<file path="config.mk">
export PLATFORM = sky130hd
export DESIGN_NAME = ascii2symbol_decoder
export DESIGN_NICKNAME = d
export VERILOG_FILES = /design/src/rtl/ascii2symbol_decoder.sv
export SDC_FILE = /design/constraint.sdc
export NUM_CORES = 1
export LEC_CHECK = 0
export CAP_MARGIN = 20
export CORE_UTILIZATION = 50
export CTS_CLUSTER_SIZE = 40
export DETAILED_ROUTE_END_ITERATION = 10
export GPL_TIMING_DRIVEN = 0
export PLACE_DENSITY_LB_ADDON = 0.2
export SLEW_MARGIN = 25
export SYNTH_ARGS = -nofsm -noshare
export SYNTH_HDL_FRONTEND = slang
export SYNTH_SLANG_ARGS = --single-unit
</file>
<file path="constraint.sdc">
create_clock -name CLK -period 4.75 [get_ports CLK]
set_clock_uncertainty 0.1 [all_clocks]
set_input_delay 0.475 -clock CLK [delete_from_list [all_inputs] [get_ports CLK]]
set_output_delay 0.475 -clock CLK [all_outputs]
set_load 0.1 [all_outputs]
</file>
<file path="src/rtl/ascii2symbol_decoder.sv">
// ascii2symbol_decoder: ASCII byte stream to calculator symbol codes through a small FWFT FIFO (option: A2S_LOWERCASE_FOLD_EN)
`ifndef P_SYMBOL_CODE_WIDTH
`define P_SYMBOL_CODE_WIDTH 6
`endif
`ifndef P_SYMBOL_ZERO
`define P_SYMBOL_ZERO 0
`endif
`ifndef P_SYMBOL_A
`define P_SYMBOL_A 10
`endif
`ifndef P_SYMBOL_PLUS
`define P_SYMBOL_PLUS 36
`endif
`ifndef P_SYMBOL_MINUS
`define P_SYMBOL_MINUS 37
`endif
`ifndef P_SYMBOL_MULTIPLE
`define P_SYMBOL_MULTIPLE 38
`endif
`ifndef P_SYMBOL_SLASH
`define P_SYMBOL_SLASH 39
`endif
`ifndef P_SYMBOL_EQUAL
`define P_SYMBOL_EQUAL 40
`endif
`ifndef P_SYMBOL_COMMA
`define P_SYMBOL_COMMA 41
`endif
`ifndef P_SYMBOL_POINT
`define P_SYMBOL_POINT 42
`endif
`ifndef P_SYMBOL_SPACE
`define P_SYMBOL_SPACE 43
`endif
`ifndef P_SYMBOL_QUOTES
`define P_SYMBOL_QUOTES 44
`endif
`ifndef P_SYMBOL_ENTER
`define P_SYMBOL_ENTER 45
`endif
module ascii2symbol_decoder #(
    parameter int P_SYMBOL_WIDTH_A2S = `P_SYMBOL_CODE_WIDTH,
    parameter int P_FIFO_AW          = 2
) (
    input  logic                          CLK,
    input  logic                          RESET_N,
    input  logic [7:0]                    ASCII_CODE,
    input  logic                          ASCII_VALID,
    output logic                          ASCII_READY,
    output logic [P_SYMBOL_WIDTH_A2S-1:0] SYMBOL_CODE,
    output logic                          SYMBOL_VALID,
    input  logic                          SYMBOL_READY,
    output logic                          ERROR,
    output logic [7:0]                    ERROR_CODE,
    output logic [P_FIFO_AW:0]            FIFO_COUNT
);
    localparam int DEPTH = 2 ** P_FIFO_AW;
    typedef logic [P_SYMBOL_WIDTH_A2S-1:0] sym_t;
    typedef enum logic {S_NORMAL, S_AFTER_CR} state_t;
    state_t state_q, state_d;
    logic [P_FIFO_AW:0] count_q, count_d;
    logic [P_FIFO_AW-1:0] wr_ptr_q, wr_ptr_d, rd_ptr_q, rd_ptr_d;
    logic err_q, err_d;
    logic [7:0] err_code_q, err_code_d;
    sym_t mem_q [DEPTH];
    sym_t sym;
    logic mapped, accept, lf_merge, push, pop;
    assign ASCII_READY  = count_q != (P_FIFO_AW+1)'(DEPTH);
    assign SYMBOL_VALID = count_q != '0;
    assign SYMBOL_CODE  = SYMBOL_VALID ? mem_q[rd_ptr_q] : '0;
    assign ERROR        = err_q;
    assign ERROR_CODE   = err_code_q;
    assign FIFO_COUNT   = count_q;
    assign accept       = ASCII_VALID && ASCII_READY;
    assign lf_merge     = state_q == S_AFTER_CR && ASCII_CODE == 8'h0A;
    assign push         = accept && mapped && !lf_merge;
    assign pop          = SYMBOL_VALID && SYMBOL_READY;
    // Combinational byte-to-symbol map; digits and letters rely on contiguous symbol codes
    always_comb begin
        sym    = '0;
        mapped = 1'b1;
        if (ASCII_CODE >= 8'h30 && ASCII_CODE <= 8'h39)
            sym = sym_t'(`P_SYMBOL_ZERO + int'(ASCII_CODE) - 'h30);
        else if (ASCII_CODE >= 8'h41 && ASCII_CODE <= 8'h5A)
            sym = sym_t'(`P_SYMBOL_A + int'(ASCII_CODE) - 'h41);
`ifdef A2S_LOWERCASE_FOLD_EN
        else if (ASCII_CODE >= 8'h61 && ASCII_CODE <= 8'h7A)
            sym = sym_t'(`P_SYMBOL_A + int'(ASCII_CODE) - 'h61);
`endif
        else begin
            case (ASCII_CODE)
                8'h2B:             sym = sym_t'(`P_SYMBOL_PLUS);
                8'h2D:             sym = sym_t'(`P_SYMBOL_MINUS);
                8'h2A:             sym = sym_t'(`P_SYMBOL_MULTIPLE);
                8'h2F:             sym = sym_t'(`P_SYMBOL_SLASH);
                8'h3D:             sym = sym_t'(`P_SYMBOL_EQUAL);
                8'h2C:             sym = sym_t'(`P_SYMBOL_COMMA);
                8'h2E:             sym = sym_t'(`P_SYMBOL_POINT);
                8'h20:             sym = sym_t'(`P_SYMBOL_SPACE);
                8'h22:             sym = sym_t'(`P_SYMBOL_QUOTES);
                8'h0D, 8'h0A, 8'h00: sym = sym_t'(`P_SYMBOL_ENTER);
                default:           mapped = 1'b0;
            endcase
        end
    end
    // Next state: CR tracking for CRLF merge, FIFO bookkeeping, error capture
    always_comb begin
        state_d    = state_q;
        if (accept)
            state_d = ASCII_CODE == 8'h0D ? S_AFTER_CR : S_NORMAL;
        count_d    = count_q + {{P_FIFO_AW{1'b0}}, push} - {{P_FIFO_AW{1'b0}}, pop};
        wr_ptr_d   = push ? wr_ptr_q + P_FIFO_AW'(1) : wr_ptr_q;
        rd_ptr_d   = pop ? rd_ptr_q + P_FIFO_AW'(1) : rd_ptr_q;
        err_d      = accept && !mapped;
        err_code_d = err_d ? ASCII_CODE : err_code_q;
    end
    // Control state with asynchronous flush
    always_ff @(posedge CLK or negedge RESET_N) begin
        if (!RESET_N) begin
            state_q    <= S_NORMAL;
            count_q    <= '0;
            wr_ptr_q   <= '0;
            rd_ptr_q   <= '0;
            err_q      <= 1'b0;
            err_code_q <= 8'h00;
        end else begin
            state_q    <= state_d;
            count_q    <= count_d;
            wr_ptr_q   <= wr_ptr_d;
            rd_ptr_q   <= rd_ptr_d;
            err_q      <= err_d;
            err_code_q <= err_code_d;
        end
    end
    // FIFO storage; contents are don't-care while the count says empty
    always_ff @(posedge CLK) begin
        if (push)
            mem_q[wr_ptr_q] <= sym;
    end
endmodule

</file>
* After elaboration in Yosys (flattened, before gate mapping)
Memories as Yosys holds them, arrays and structs flattened.
Index checks and enable logic that the tools add are counted.
** Storage, ports and cells
- Flip-flop bits (word level) :: 17
- Memory bits (writable) :: 24
- Input bits :: 12
- Word-level logic and storage cells :: 54
- Memories kept :: 1
** Cells by class
- $add $sub $neg :: 7
- Order comparisons :: 4
- Eq/ne operators :: 12
- Multiplexer cells :: 10
- Reduce and logical (&&, ||, !) cells :: 14
** Memory list
- mem_q :: words 4, bits a word 6, read ports 1, clocked after memory_dff 0, write ports 1, line 65 : sym_t mem_q [DEPTH];
** Operators by type and width (number)
- $eq 8x6->1 const B :: 9
- $pmux 6 s10 :: 1
- $mux 6 :: 3
- $eq 8x4->1 const B :: 2
- $reduce_or 12->1 :: 1
- $ge 8x6->1 const B :: 1
- $ge 8x7->1 const B :: 1
- $le 8x6->1 const B :: 1
- $le 8x7->1 const B :: 1
- $logic_and 1x1->1 :: 8
- $logic_not 8->1 :: 1
- $add 4x6->6 const A :: 1
- $mux 1 :: 6
- $sub 6x1->6 const B :: 1
- $sub 6x6->6 const B :: 1
- $add 2x1->2 const B :: 2
- $add 3x1->3 :: 1
- $ne 3x3->1 const B :: 1
- $reduce_bool 3->1 :: 1
- $reduce_or 3->1 :: 1
- $sub 3x1->3 :: 1
- $logic_not 1->1 :: 2

* Logic depth before layout (Yosys ltp)
Gate-level depths: netlist of the first run.
- Depth after elaboration :: 9
- Depth in mapped cells :: 14

* Worst setup path before layout of the first run
No wires, ideal clock.
- Kind :: reg-to-reg
- From :: register count_q[1], in the netlist FIFO_COUNT[1]
- To :: register count_q[2], in the netlist FIFO_COUNT[2]
- Library setup time :: 0.159 ns
- Arrival :: 3.728 ns
- Slack :: 0.764 ns
- Cell stages (with the launch flop) :: 13
- Path buffers :: 0
- Period minus slack after synthesis :: 3.986 ns
- Path through :: dfrtp_1 > nor2_1 > nand2_1 > nand2_1 > a311oi_4 > inv_1 > ha_1 > inv_1 > ha_1 > inv_1 > fa_1 > xnor2_1 > xnor2_1
** Between the ends
- Cells in the longest elaborated chain, start to end :: 6
- Elaborated cells on any way between the ends :: 8
** RTL lines
- from (decl) :: line 61 : logic [P_FIFO_AW:0] count_q, count_d;
- from (signal assigned) :: line 128 : count_q <= count_d;
- $ne 3x3->1 :: line 68 : assign ASCII_READY = count_q != (P_FIFO_AW+1)'(DEPTH);
- net ASCII_READY :: line 49 : output logic ASCII_READY,
- $logic_and 1x1->1 :: line 74 : assign accept = ASCII_VALID && ASCII_READY;
- $logic_and 1x1->1 (2 in series) :: line 76 : assign push = accept && mapped && !lf_merge;
- $add 3x1->3 :: line 111 : count_d = count_q + {{P_FIFO_AW{1'b0}}, push} - {{P_FIFO_AW{1'b0}}, pop};
- $sub 3x1->3 :: line 111
- net count_d[2] :: line 61
The timed path passes the listed nets, and every way through them passes these cells.
A chain may end at the register's enable or synchronous reset.

* Final worst setup path of the first run
- From :: input port ASCII_CODE[4]
- To :: register count_q[2], in the netlist FIFO_COUNT[2]
** Between the ends
- Cells in the longest elaborated chain, start to end :: 9
- Elaborated cells on any way between the ends :: 28
** RTL lines
- from (decl) :: line 47 : input logic [7:0] ASCII_CODE,
- $eq 8x4->1 (tied with other cells) :: line 75, 91
- $reduce_or 12->1 (no source line)
- $mux 1 :: line 91 : case (ASCII_CODE)
- $mux 1 :: line 84 : else if (ASCII_CODE >= 8'h41 && ASCII_CODE <= 8'h5A)
- $mux 1 :: line 82 : if (ASCII_CODE >= 8'h30 && ASCII_CODE <= 8'h39)
- $logic_and 1x1->1 :: line 76
- $logic_and 1x1->1 * :: line 76
- $add 3x1->3 * :: line 111
- $sub 3x1->3 * :: line 111
- net count_d[2] :: line 61
Mark *: on every way through the listed nets, which the timed path passes. The rest lies on a longest branch.

==> results of run 1 <==
[cell usage after synthesis (3+ instances only)]
master / count / area share (%)
mux2i_1: 4 / 1.7
a21oi_1: 4 / 0.84
o21ai_0: 3 / 0.63
mux4_2: 6 / 5.7
xnor2_1: 5 / 1.8
clkbuf_1: 5 / 0.79
edfxtp_1: 24 / 30
nand2_1: 13 / 2.1
nor2_1: 5 / 0.79
o21a_1: 4 / 1.3
inv_1: 15 / 2.4
and2_1: 11 / 2.9
ha_1: 15 / 7.9
dfrtp_1: 17 / 18
mux2_1: 7 / 3.3
[cell families after synthesis]
group	Yosys count	share of synthesized area [%]
simple gates	45	11.5
flops	41	48.3
compound gates	33	13.1
buf+inv	23	4.27
mux	19	11.8
fa+ha+maj	16	8.76
xor+xnor	6	2.22
[final cells by class]
type / count / area, um^2 / area share, %
plain buffers: 7 / 41.3 / 1.45
clock buffers: 6 / 82.6 / 2.90
clock inverters: 2 / 37.5 / 1.32
inverters: 16 / 60.1 / 2.11
multi-input cells: 119 / 1120 / 39.5
flip-flops and latches: 41 / 1150 / 40.2
well taps: 52 / 65.1 / 2.28
repair buffers: 29 / 290 / 10.2
[where the power goes]
part | switching, mW | internal [mW] | total, mW
Combinational | 0.807 | 0.302 | 1.11
Clock | 0.116 | 0.171 | 0.286
Sequential | 0.0446 | 0.449 | 0.494
[metal layers]
metal / GRT usage (%) / share of wire (%) / wire length [um]
met1: 22.9 / 39 / 1900
met2: 39.4 / 54 / 2630
met3: 4.99 / 5.3 / 255
met4: 7.56 / 0.91 / 44
met5: 0 / 0 / 0
[how the worst max path moves through the flow]
stage / from / endpoint / slack (ns) / depth (start not counted)
6_report: ASCII_CODE[4] / FIFO_COUNT[2]$_DFF_PN0_ / 0.54 / 15
5_1_grt: ASCII_CODE[4] / FIFO_COUNT[2]$_DFF_PN0_ / 0.37 / 15
4_1_cts: ASCII_CODE[4] / FIFO_COUNT[2]$_DFF_PN0_ / 0.55 / 15
3_5_place_dp: ASCII_CODE[4] / FIFO_COUNT[2]$_DFF_PN0_ / 0.30 / 15
3_3_place_gp: ASCII_CODE[4] / FIFO_COUNT[2]$_DFF_PN0_ / 0.44 / 15
2_1_floorplan: FIFO_COUNT[1]$_DFF_PN0_ / FIFO_COUNT[2]$_DFF_PN0_ / 0.76 / 12
[through the flow]
step / power (mW) / utilization, % / worst slack, ns
after floorplan: 1.37 / - / 0.764
after global placement: 1.59 / 61.4 / 0.438
after detailed placement: 1.61 / 61.4 / 0.299
after CTS: 1.91 / 64.1 / 0.545
after global routing: 1.97 / 64.1 / 0.367
final: 1.89 / 64.1 / 0.542
[critical path, cell delays in order]
cell and delay (ns):
clkdlybuf4s50_1 0.63, inv_1 0.15, ha_1 0.29, nor4b_1 0.20
a2111oi_4 0.49, o21ai_2 0.25, a311oi_4 0.47, inv_1 0.10
ha_1 0.30, inv_1 0.06, ha_1 0.13, inv_1 0.05
fa_1 0.39, xnor2_1 0.20, xnor2_1 0.15
[state kept, by name, indices dropped and copies added (netlist names)]
signal and count:
wr_ptr_q 2, rd_ptr_q 2, ERROR_CODE 8, FIFO_COUNT 3, state_q 1, mem_q 24
ERROR 1
[cell usage in the layout, fill, tap and decap left out, types with 2 or more instances in the layout]
cell type,n
nor3_1,2
clkbuf_8,6
mux2_1,7
dfrtp_1,17
buf_6,2
a31oi_1,2
mux2i_1,4
o211ai_1,2
o21ai_0,3
ha_1,15
nand2_1,13
inv_1,15
clkbuf_1,5
edfxtp_1,24
clkdlybuf4s50_1,29
and2_1,11
nor2_1,5
a21o_1,2
mux4_2,6
o221ai_1,2
xnor2_1,5
or3b_1,2
o21a_1,4
a22oi_1,2
a21oi_1,4
==> metrics.txt, run 1 <==
share of cells above drive strength 1=13.6%; drt total wl=4840 um; design area=0.00285 mm^2; root buf cell=clkbuf_8; num rows=24; global route overflow=0; R2R depth=12; Post-synth EDFFs=24; initial antenna violation count=0; detailed placement HPWL=3600 um; vias in the first global route=1,660; Hold Slack=0.397 ns; hold_buf cts=0; first-pass GRT wire length=7850 um; via count=1,581; Hold Path Depth=2; setup total negative slack=0 ns; RePlAce Congestion=0.876; endpoints failing setup=0; CP arrival=4.32 ns; failing checks=DRC; Die ar.=0.00502 mm^2; fin. max-slew vios=0; Clock transition at path regs=0.08 ns; Setup crit end kind=register; largest net degree at the start of global routing=18; core area=0.00444 mm^2; Post-CTS Repair Setup Buffers=0; Port-buffer cells=29; post-route non-filler standard cell count=272; Inserted Clock Buffers=5; 1st-iter DRT viols=73; fin crit period=4.21 ns; Worst VDD drop=0.000435 V; average size of a mapped cell=13.0 um^2; wire per inst=17.8 um; Remaining DRCs=2; reg2reg end=FIFO_COUNT[2]$_DFF_PN0_; sequential area share after synthesis=48.3%; Die X=70.9 um; highest clock rate=238 MHz; Starting Density=53.4%; Syn Inst Count=183; slew margin rel.=34.5%; clock latency on the worst-skew pair=0.29 ns; CP Class=in -> reg; drt first pass iters=9; DIE HEIGHT=70.9 um; Max Cap Viol=0; Lkg Pwr=1.08 nW; Sink Count=41; P&R area growth vs syn=20.0%; min-delay worst type=reg -> reg; FF-to-FF Start=FIFO_COUNT[1]$_DFF_PN0_; total track usage=21.0%; ANT nets after route=0; startpoint types=input port; dpl cell area=0.00273 mm^2; Primary FF master, synth=edfxtp_1; crit-path max FO=7; dpl cells=264; distinct cell type count after synthesis=52; CTS resizes=0; synthesis-stage register bit count=41; NumNets Final=247; Ant. Diodes=0; r2r setup slk=1.98 ns; Post-Syn Nets=211; IO Pins=32; vias per cell=5.81; warnings from Yosys=0; H-tree depth=2; hold path endpoint=state_q$_DFFE_PN0P_; Critical Path RT=4.86 ns; mapped cell area=0.00237 mm^2; Fillers=356; CTS tree=built; Clock Path Buffers=2; status=complete, but fails checks; FFs w/ async S/R, synth=41.5%; min-delay src=state_q$_DFFE_PN0P_; final hold violation count=0; Final period util=88.6%; RSZ-0062 raised after global routing=false; Cell Pwr Density=664 mW/mm^2; Worst Tran Pin Value=0.979 ns
(Power assumes the default switching activity.)
==> run 2, diff against run 1 <==
--- a/config.mk
+++ b/config.mk
@@ -6,6 +6,7 @@
 export NUM_CORES = 1
 export LEC_CHECK = 0
 export CAP_MARGIN = 20
+export CORE_MARGIN = 2
 export CORE_UTILIZATION = 50
 export CTS_CLUSTER_SIZE = 40
 export DETAILED_ROUTE_END_ITERATION = 10
==> run 2 against run 1 <==
  * The flow now finishes without violations
  * Count of clock-buffer cells in the layout stayed put
  * Flip-flop and latch count did not move
  * First-iteration DRC count shrank 22%
  * Cell area hardly changed
==> metrics.txt, run 2 (synthesized netlist as in run 1, its figures left out) <==
status=complete, no violations; initial antenna violation count=0 (unchanged); share of cells above drive strength 1=13.6% (unchanged); Starting Density=50.9% (-2.5 points); global route overflow=0 (unchanged); Int Power=0.922 mW (about the same); Clock Path Buffers=2 (unchanged); Worst VDD drop=0.000452 V (+3.9%); highest clock rate=241 MHz (+1.5%); slew margin rel.=34.3% (-0.20 points); Critical Path RT=4.87 ns (about the same); 1st-iter DRT viols=57 (-22%); combinational group share of total power=58.6% (about the same); RePlAce Congestion=0.870 (-0.66%); startpoint types=input port; final hold violation count=0 (unchanged); R2R depth=12 (unchanged); RSZ-0062 raised after global routing=false; vias per cell=5.86 (+0.78%); commonest non-fill, non-tap cell in the layout=clkdlybuf4s50_1; CTS tree=built; fin crit period=4.15 ns (-0.0616 ns); Max Cap Viol=0 (unchanged); Post-CTS Repair Setup Buffers=0 (unchanged); Port-buffer cells=29 (unchanged); detailed placement HPWL=3590 um (-0.18%); clock latency on the worst-skew pair=0.29 ns (about the same); drt total wl=4720 um (-2.5%); Inserted Clock Buffers=5 (unchanged); IO Pins=32 (unchanged); Setup crit end kind=register; num rows=25 (+4.2%); NumNets Final=247 (unchanged); root buf cell=clkbuf_8; crit-path max FO=7 (unchanged); P&R area growth vs syn=20.1% (about the same); Clk pwr share=15.4% (+0.2 points); H-tree depth=2 (unchanged); wire per inst=17.2 um (-3.2%); register share of total power=26.0% (about the same); Cell Pwr Density=662 mW/mm^2 (-0.26%); largest net degree at the start of global routing=18 (unchanged); endpoints failing setup=0 (unchanged); P_sw=0.964 mW (-0.32%); Sink Count=41 (unchanged); CP Class=in -> reg; Worst Tran Pin Value=0.982 ns (+0.00300 ns); CTS resizes=0 (unchanged); commonest non-fill, non-tap cells in the layout=clkdlybuf4s50_1, edfxtp_1, dfrtp_1, inv_1, ha_1; ANT nets after route=0 (unchanged); CP arrival=4.26 ns (-0.06 ns); Lkg Pwr=1.08 nW (unchanged); DIE HEIGHT=72.9 um (+2.8%); Ant. Diodes=0 (unchanged); max reg flops=24 (unchanged); setup total negative slack=0 ns (unchanged); total track usage=19.9% (-1.1 points); Remaining DRCs=0 (-2); switch share=51.1% (-0.073 points); vias in the first global route=1,600 (-3.6%); min-delay worst type=reg -> reg; fin. max-slew vios=0 (unchanged); via count=1,605 (+1.5%); Hold Path Depth=1 (-1); core area=0.00466 mm^2 (+4.9%); Fillers=374 (+5.1%); Clock transition at path regs=0.08 ns (about the same); first-pass GRT wire length=7900 um (+0.61%); Final period util=87.3% (-1.3 points); hold_buf cts=0 (unchanged); total power draw=1.89 mW (-0.17%); Die ar.=0.00531 mm^2 (+5.7%); Biggest register=mem_q; Die X=72.9 um (+2.8%); drt first pass iters=5 (-4)
==> run 2: through the flow <==
stage               std cells  hold slack [ns]  instance area (um^2)  setup slack, ns  utilization (%)
finish                    274            0.392                  2850            0.603             61.2
detailed placement        266            0.381                  2730            0.337             58.6
global route              274            0.408                  2850            0.390             61.2
global placement          266            0.368                  2730            0.418             58.6
floorplan                 183           0.0794                  2370            0.764                -
CTS                       274            0.398                  2850            0.639             61.2
==> run 2: power groups by stage <==
stage	clock, mW	combinational (mW)	sequential, mW
final	0.290	1.10	0.491
after global routing	0.310	1.16	0.501
after CTS	0.298	1.11	0.493
after detailed placement	0	1.11	0.500
after global placement	0	1.09	0.494
after floorplan	0	0.577	0.789
==> run 2: layout make-up <==
cell class	count	area, um^2	area share (%)
Buffer	7	41.3	1.45
Timing Repair Buffer	29	290	10.2
Clock inverter	2	37.5	1.32
Tap cell	54	67.6	2.37
Sequential cell	41	1150	40.2
Inverter	16	60.1	2.11
Clock buffer	6	82.6	2.90
Multi-Input combinational cell	119	1120	39.5
==> run 2: metal layers <==
layer  vias to the layer above  GRT usage [%]  part of all wire, %
li1                        740              -                    -
met1                       792           23.1                   40
met2                        63           34.3                   52
met3                        10           5.39                  6.1
met4                         0           8.85                  1.8
met5                         -              0                    0
==> run 2: critical path: stages <==
cell and delay (ns):
clkdlybuf4s50_1 0.62, inv_1 0.13, ha_1 0.30, nor4b_1 0.20, a2111oi_4 0.51, o21ai_2 0.25
a311oi_4 0.48, inv_1 0.08, ha_1 0.30, inv_1 0.06, ha_1 0.13, inv_1 0.04
fa_1 0.37, xnor2_1 0.18, xnor2_1 0.14
==> run 2: worst paths after layout <==
| kind | start | end | slack (ns) |
|---|---|---|---|
| min | ERROR_CODE[7]$_DFFE_PN0P_ | ERROR_CODE[7]$_DFFE_PN0P_ | 0.39 |
| min reg2reg | ERROR_CODE[7]$_DFFE_PN0P_ | ERROR_CODE[7]$_DFFE_PN0P_ | 0.39 |
| min in group asynchronous | RESET_N | rd_ptr_q[1]$_DFFE_PN0P_ | 0.52 |
| max in group asynchronous | RESET_N | ERROR_CODE[5]$_DFFE_PN0P_ | 3.54 |
| max reg2reg | FIFO_COUNT[1]$_DFF_PN0_ | FIFO_COUNT[2]$_DFF_PN0_ | 2.06 |
| max | ASCII_CODE[4] | FIFO_COUNT[2]$_DFF_PN0_ | 0.60 |
